`src/rtl/uart_cmd_pkg.sv`:
```
// uart_cmd_pkg: shared state/error encodings and default frame constants for uart_cmd_parser
package uart_cmd_pkg;
    typedef enum logic [2:0] {S_SYNC, S_OP, S_ADDR, S_DATA, S_CHK, S_ISSUE} state_t;
    typedef enum logic [1:0] {
        ERR_NONE    = 2'd0,
        ERR_BAD_OP  = 2'd1,
        ERR_BAD_CHK = 2'd2,
        ERR_TIMEOUT = 2'd3
    } err_code_t;
    localparam logic [7:0] SYNC_BYTE_DEF = 8'hA5;
    localparam logic [7:0] OP_WRITE_DEF  = 8'h01;
    localparam logic [7:0] OP_READ_DEF   = 8'h02;
    function automatic logic [7:0] sat_inc(input logic [7:0] v);
        return (v == 8'hFF) ? v : v + 8'd1;
    endfunction
endpackage

```
`src/rtl/uart_cmd_parser.sv`:
```
// uart_cmd_parser: assembles SYNC/OP/ADDR/DATA/CHK frames from a byte stream into register commands
module uart_cmd_parser
    import uart_cmd_pkg::*;
#(
    parameter logic [7:0] SYNC_BYTE      = SYNC_BYTE_DEF,
    parameter logic [7:0] OP_WRITE       = OP_WRITE_DEF,
    parameter logic [7:0] OP_READ        = OP_READ_DEF,
    parameter int         TIMEOUT_CYCLES = 50_000
) (
    input  logic       clk,
    input  logic       reset,
    input  logic       ena,
    input  logic [7:0] in_data,
    input  logic       in_valid,
    output logic       in_ready,
    output logic       cmd_valid,
    input  logic       cmd_ready,
    output logic       cmd_write,
    output logic [7:0] cmd_addr,
    output logic [7:0] cmd_data,
    output logic       err_valid,
    output logic [1:0] err_code,
    output logic [7:0] err_count
);
    localparam int CW = $clog2(TIMEOUT_CYCLES + 1);

    state_t        state, state_nxt;
    err_code_t     code;
    logic [7:0]    chk, addr_q, data_q;
    logic          wr_q, accept, active, expire, op_ok, hs, err;
    logic [CW-1:0] cnt;

    assign in_ready = ena && (state != S_ISSUE);
    assign accept   = ena && in_valid && in_ready;
    assign active   = (state == S_OP) || (state == S_ADDR) || (state == S_DATA) || (state == S_CHK);
    // an accept in the expiry cycle wins over the timeout
    assign expire   = ena && active && !accept && (cnt == CW'(TIMEOUT_CYCLES - 1));
    assign op_ok    = (in_data == OP_WRITE) || (in_data == OP_READ);
    assign hs       = ena && cmd_valid && cmd_ready;

    always_comb begin
        state_nxt = state;
        err       = 1'b0;
        code      = ERR_NONE;
        case (state)
            S_SYNC:  if (accept && in_data == SYNC_BYTE) state_nxt = S_OP;
            S_OP:    if (accept) begin
                state_nxt = op_ok ? S_ADDR : S_SYNC;
                err       = !op_ok;
                code      = ERR_BAD_OP;
            end
            S_ADDR:  if (accept) state_nxt = S_DATA;
            S_DATA:  if (accept) state_nxt = S_CHK;
            S_CHK:   if (accept) begin
                state_nxt = (in_data == chk) ? S_ISSUE : S_SYNC;
                err       = (in_data != chk);
                code      = ERR_BAD_CHK;
            end
            S_ISSUE: if (hs) state_nxt = S_SYNC;
            default: state_nxt = S_SYNC;
        endcase
        if (expire) begin
            state_nxt = S_SYNC;
            err       = 1'b1;
            code      = ERR_TIMEOUT;
        end
    end

    always_ff @(posedge clk or posedge reset) begin
        if (reset) begin
            state <= S_SYNC;
            cnt   <= '0;
        end else if (ena) begin
            state <= state_nxt;
            cnt   <= (accept || state_nxt == S_SYNC || state_nxt == S_ISSUE) ? '0 : cnt + CW'(1);
        end
    end

    always_ff @(posedge clk or posedge reset) begin
        if (reset) begin
            chk       <= '0;
            wr_q      <= 1'b0;
            addr_q    <= '0;
            data_q    <= '0;
            cmd_valid <= 1'b0;
            cmd_write <= 1'b0;
            cmd_addr  <= '0;
            cmd_data  <= '0;
            err_valid <= 1'b0;
            err_code  <= '0;
            err_count <= '0;
        end else if (ena) begin
            if (accept) begin
                if (state == S_SYNC) chk <= '0;
                if (state == S_OP || state == S_ADDR || state == S_DATA) chk <= chk ^ in_data;
                if (state == S_OP) wr_q <= (in_data == OP_WRITE);
                if (state == S_ADDR) addr_q <= in_data;
                if (state == S_DATA) data_q <= in_data;
            end
            if (state == S_CHK && state_nxt == S_ISSUE) begin
                cmd_write <= wr_q;
                cmd_addr  <= addr_q;
                cmd_data  <= data_q;
            end
            cmd_valid <= (state_nxt == S_ISSUE);
            err_valid <= err;
            if (err) begin
                err_code  <= code;
                err_count <= sat_inc(err_count);
            end
        end
    end
endmodule

```
`config.mk`:
```
export PLATFORM = sky130hd
export DESIGN_NAME = uart_cmd_parser
export DESIGN_NICKNAME = d
export VERILOG_FILES = /design/src/rtl/uart_cmd_pkg.sv /design/src/rtl/uart_cmd_parser.sv
export SDC_FILE = /design/constraint.sdc
export NUM_CORES = 1
export LEC_CHECK = 0
export CORE_UTILIZATION = 60
export CTS_CLUSTER_DIAMETER = 50
export CTS_CLUSTER_SIZE = 14
export DETAILED_ROUTE_END_ITERATION = 8
export PLACE_DENSITY = 0.85
export SYNTH_ARGS = -nofsm -noshare
export SYNTH_HDL_FRONTEND = slang
export SYNTH_SLANG_ARGS = --single-unit
```
`constraint.sdc`:
```
create_clock -name clk -period 5.5 [get_ports clk]
set_input_delay 1.1 -clock clk [delete_from_list [all_inputs] [get_ports clk]]
set_output_delay 1.1 -clock clk [all_outputs]
set_load 0.02 [all_outputs]
```
==> summary.md <==
### Outcome
* outcome: finished clean

### Synth
* number of enable-type register cells in the synthesized netlist: 0
* async set or reset register ratio after synthesis: 100.0%
* warning count from the yosys run: 0
* count of distinct cell types in the synthesized netlist: 42
* mean cell area of the mapped netlist: 11.08 sq um
* nets in the synthesized netlist: 332
* ys flop type: sky130_fd_sc_hd__dfrtp_1
* flops & latches, synth: 73
* top cell type's share of synthesized area: 51.99%
* cell area after synthesis: 3513 sq um
* part of the Yosys area used for sequential elements: 51.99%
* Area contributors post-synth: sky130_fd_sc_hd__dfrtp_1 (52%), sky130_fd_sc_hd__mux2_2 (11%), sky130_fd_sc_hd__xor2_1 (4.2%)
* number of standard cells after synthesis: 317
* Yosys top cell by area: sky130_fd_sc_hd__dfrtp_1

### Clock tree
* CTS Root Buffer Type: sky130_fd_sc_hd__clkbuf_8
* clk slew on worst S/H paths: 80 ps
* setup fix buffers added after clock tree synthesis: 0
* Post-CTS Hold Fix Bufs: 0
* maximum buffer depth of the clock tree: 2
* H-Tree Level Count: 3
* Clock Sink Count: 73
* Inserted Clock Buffers: 9
* clock latency at the later pin of the worst-skew pair: 350 ps
* clock tree from TritonCTS: done
* total of cells resized after clock tree synthesis: 0

### Route
* final routed wirelength across all metal layers: 7.049 mm
* number of routed nets with antenna violations: 0
* via count normalized by instance count: 5.984
* First DRT Iteration DRCs: 190
* Pre-antenna DRT Iters: 4
* remaining routing DRC violations: 0
* routed wire length per instance: 16.20 um
* overall via count from detail_route: 2603

### GRT
* first-pass GRT wire length: 12.34 mm
* antenna violations before repair: 0
* GRT Total Usage: 26.18%
* total overflow reported by the global router: 0
* pin count of the biggest net entering global routing: 44
* via count of the first global-routing pass: 2634

### Setup path
* arrival time of the worst setup path: 3040 ps
* CP Max Fanout: 15
* startpoint class of the critical path: input port
* launching point of the worst reg2reg path: state[0]
* critical path, cell by cell: clkdlybuf4s50_1 > inv_1 > a21oi_1 > clkdlybuf4s50_1
* Critical Path Most Common Cell: sky130_fd_sc_hd__clkdlybuf4s50_1
* Worst Path Required: 4400 ps
* slowest cell on the critical path: sky130_fd_sc_hd__clkdlybuf4s50_1
* Reg2Reg Setup Slack: 2880 ps
* Reg2Reg Depth: 5
* worst setup path category: input port to output pin
* last element of the critical path: in_ready
* Crit. Startpoint: ena
* CP endpoint kind: output pin
* capture instance of the worst register-to-register path: err_count[1]
* slowest cell delay on critical path: 820 ps

### Timing
* RSZ-0062 raised after global routing: no
* Fin Setup TNS: 0 ps
* number of hold-slack violations in the final timing report: 0
* number of setup violations in the final report: 0
* count of final max-slew check failures: 0
* Worst Clk Skew: 9.357 ps
* Achievable Freq: 241.3 MHz
* Slew HR: 17.02%
* final period demand of the worst path: 4143 ps
* Least-Margin Pin Slew: 1245 ps
* share of the clock period used by the worst path: 75.33%

### Die
* die outline width: 78.52 um
* Initial Util: 63.03%
* IO Pins: 43
* Core Box Area: 5574 sq um
* Total Die Area: 6165 sq um
* die height: 78.52 um
* num rows: 27

### Job
* max-capacitance violation count: 0

### Layout
* ratio of cells with drive above 1 in the final layout: 14.60%
* area added between synthesis and finish: 18.77%
* antenna diode instance count: 0
* layout net count: 374
* fin cells: 435
* fill cell instance count of the final layout: 358

### Placement
* dpl cells: 420
* count of input and output buffers: 42
* RePlAce Congestion: 0.8658
* estimated wirelength of the detail-placed design: 4.699 mm

### Power and ir drop
* reported leakage power: 1.812 nW
* ratio of total power to cell area: 326.9 nW/um^2
* Max VDD drop: 0.1961 mV

### Hold path
* path class of the lowest-slack min-delay path: flop to flop

[critical path: cells and delay by family]
family | cells | cell delay, ps
compound gates | 1 | 200
buf+inv | 3 | 1730
[sequential cells by signal, summed over array words and instances (netlist names)]
| register | cells |
|---|---|
| data_q | 8 |
| cnt | 16 |
| err_code | 2 |
| cmd_addr | 8 |
| cmd_valid | 1 |
| cmd_data | 8 |
| err_valid | 1 |
| state | 3 |
| err_count | 8 |
| cmd_write | 1 |
| addr_q | 8 |
| wr_q | 1 |
| chk | 8 |
[cell usage after synthesis, types with 2 or more instances]
cell type,count
sky130_fd_sc_hd__xor2_1,17
sky130_fd_sc_hd__nor2b_1,2
sky130_fd_sc_hd__a21oi_1,11
sky130_fd_sc_hd__o31ai_1,2
sky130_fd_sc_hd__inv_1,7
sky130_fd_sc_hd__nor2_1,7
sky130_fd_sc_hd__nand4_1,11
sky130_fd_sc_hd__ha_1,2
sky130_fd_sc_hd__a211oi_1,17
sky130_fd_sc_hd__and2_1,4
sky130_fd_sc_hd__nor3_1,7
sky130_fd_sc_hd__and4_1,2
sky130_fd_sc_hd__and3_1,5
sky130_fd_sc_hd__mux2_2,34
sky130_fd_sc_hd__a31oi_1,4
sky130_fd_sc_hd__nand2_1,32
sky130_fd_sc_hd__nand2b_1,4
sky130_fd_sc_hd__xnor2_1,15
sky130_fd_sc_hd__nand3_1,7
sky130_fd_sc_hd__a21boi_0,3
sky130_fd_sc_hd__mux2i_1,2
sky130_fd_sc_hd__dfrtp_1,73
sky130_fd_sc_hd__o21ai_0,21
sky130_fd_sc_hd__clkbuf_1,10
[area by class of cell]
cell class	instances	area [sq um]	area share, %
Sequential cell	73	1827	43.78
Clock inverter	3	40.04	0.9595
Multi-Input combinational cell	225	1607	38.50
Timing Repair Buffer	43	427.9	10.25
Inverter	7	26.28	0.6297
Tap cell	72	90.09	2.159
Clock buffer	12	155.1	3.718
[layer usage]
layer,wire length (um),GRT usage [%]
met5,0,0
met4,153,12.41
met3,462,5.930
met2,3358,40.35
met1,3075,35.04
[through the flow]
step	worst slack (ps)	util [%]	total power, mW	hold WS (ps)	cell area, sq um
final	1357	74.86	1.364	501.4	4173
after global routing	1261	74.86	1.427	521.0	4173
after CTS	1374	74.86	1.369	506.8	4173
after detailed placement	1395	71.36	0.9519	493.0	3978
after global placement	1440	71.36	0.9344	469.8	3978
after floorplan	2428	-	0.8333	469.7	3513
[cells in the final DEF, fill, tap and decap left out, types with 2 or more instances in the layout]
master / Yosys / routed
sky130_fd_sc_hd__and4_1: 2 / 2
sky130_fd_sc_hd__a21boi_0: 3 / 3
sky130_fd_sc_hd__nor3_1: 7 / 7
sky130_fd_sc_hd__o31ai_1: 2 / 2
sky130_fd_sc_hd__ha_1: 2 / 2
sky130_fd_sc_hd__mux2_2: 34 / 34
sky130_fd_sc_hd__nand3_1: 7 / 7
sky130_fd_sc_hd__a21oi_1: 11 / 11
sky130_fd_sc_hd__nand2_1: 32 / 32
sky130_fd_sc_hd__nor2_1: 7 / 7
sky130_fd_sc_hd__clkbuf_8: 0 / 11
sky130_fd_sc_hd__and3_1: 5 / 5
sky130_fd_sc_hd__and2_1: 4 / 4
sky130_fd_sc_hd__inv_1: 7 / 6
sky130_fd_sc_hd__clkdlybuf4s50_1: 0 / 42
sky130_fd_sc_hd__nand4_1: 11 / 11
sky130_fd_sc_hd__a31oi_1: 4 / 4
sky130_fd_sc_hd__nand2b_1: 4 / 4
sky130_fd_sc_hd__xnor2_1: 15 / 15
sky130_fd_sc_hd__mux2i_1: 2 / 2
sky130_fd_sc_hd__dfrtp_1: 73 / 73
sky130_fd_sc_hd__o21ai_0: 21 / 21
sky130_fd_sc_hd__nor2b_1: 2 / 2
sky130_fd_sc_hd__clkinv_2: 0 / 2
sky130_fd_sc_hd__a211oi_1: 17 / 17
sky130_fd_sc_hd__xor2_1: 17 / 17
[worst min-delay path by stage]
stage | from | to | cells past startpoint
floorplan | wr_q | wr_q | 2
global placement | err_count[5] | err_count[5] | 1
detailed placement | addr_q[0] | cmd_addr[0] | 1
CTS | addr_q[0] | cmd_addr[0] | 1
finish | err_count[5] | err_count[5] | 1
global route | addr_q[7] | addr_q[7] | 1
[kinds of logic after synthesis]
logic type	count (synthesis)	synth area share, %
buf+inv	19	2.279
flops	73	51.99
compound gates	67	12.50
xor+xnor	32	7.977
mux	36	11.47
fa+ha+maj	2	0.7121
simple gates	88	13.07
[report_power, final]
| group | switching, mW | internal [mW] | total [mW] |
|---|---|---|---|
| Combinational | 0.152 | 0.126 | 0.277 |
| Clock | 0.187 | 0.231 | 0.418 |
| Sequential | 0.0716 | 0.597 | 0.669 |
| Total | 0.411 | 0.953 | 1.36 |
(Power assumes the default switching activity.)
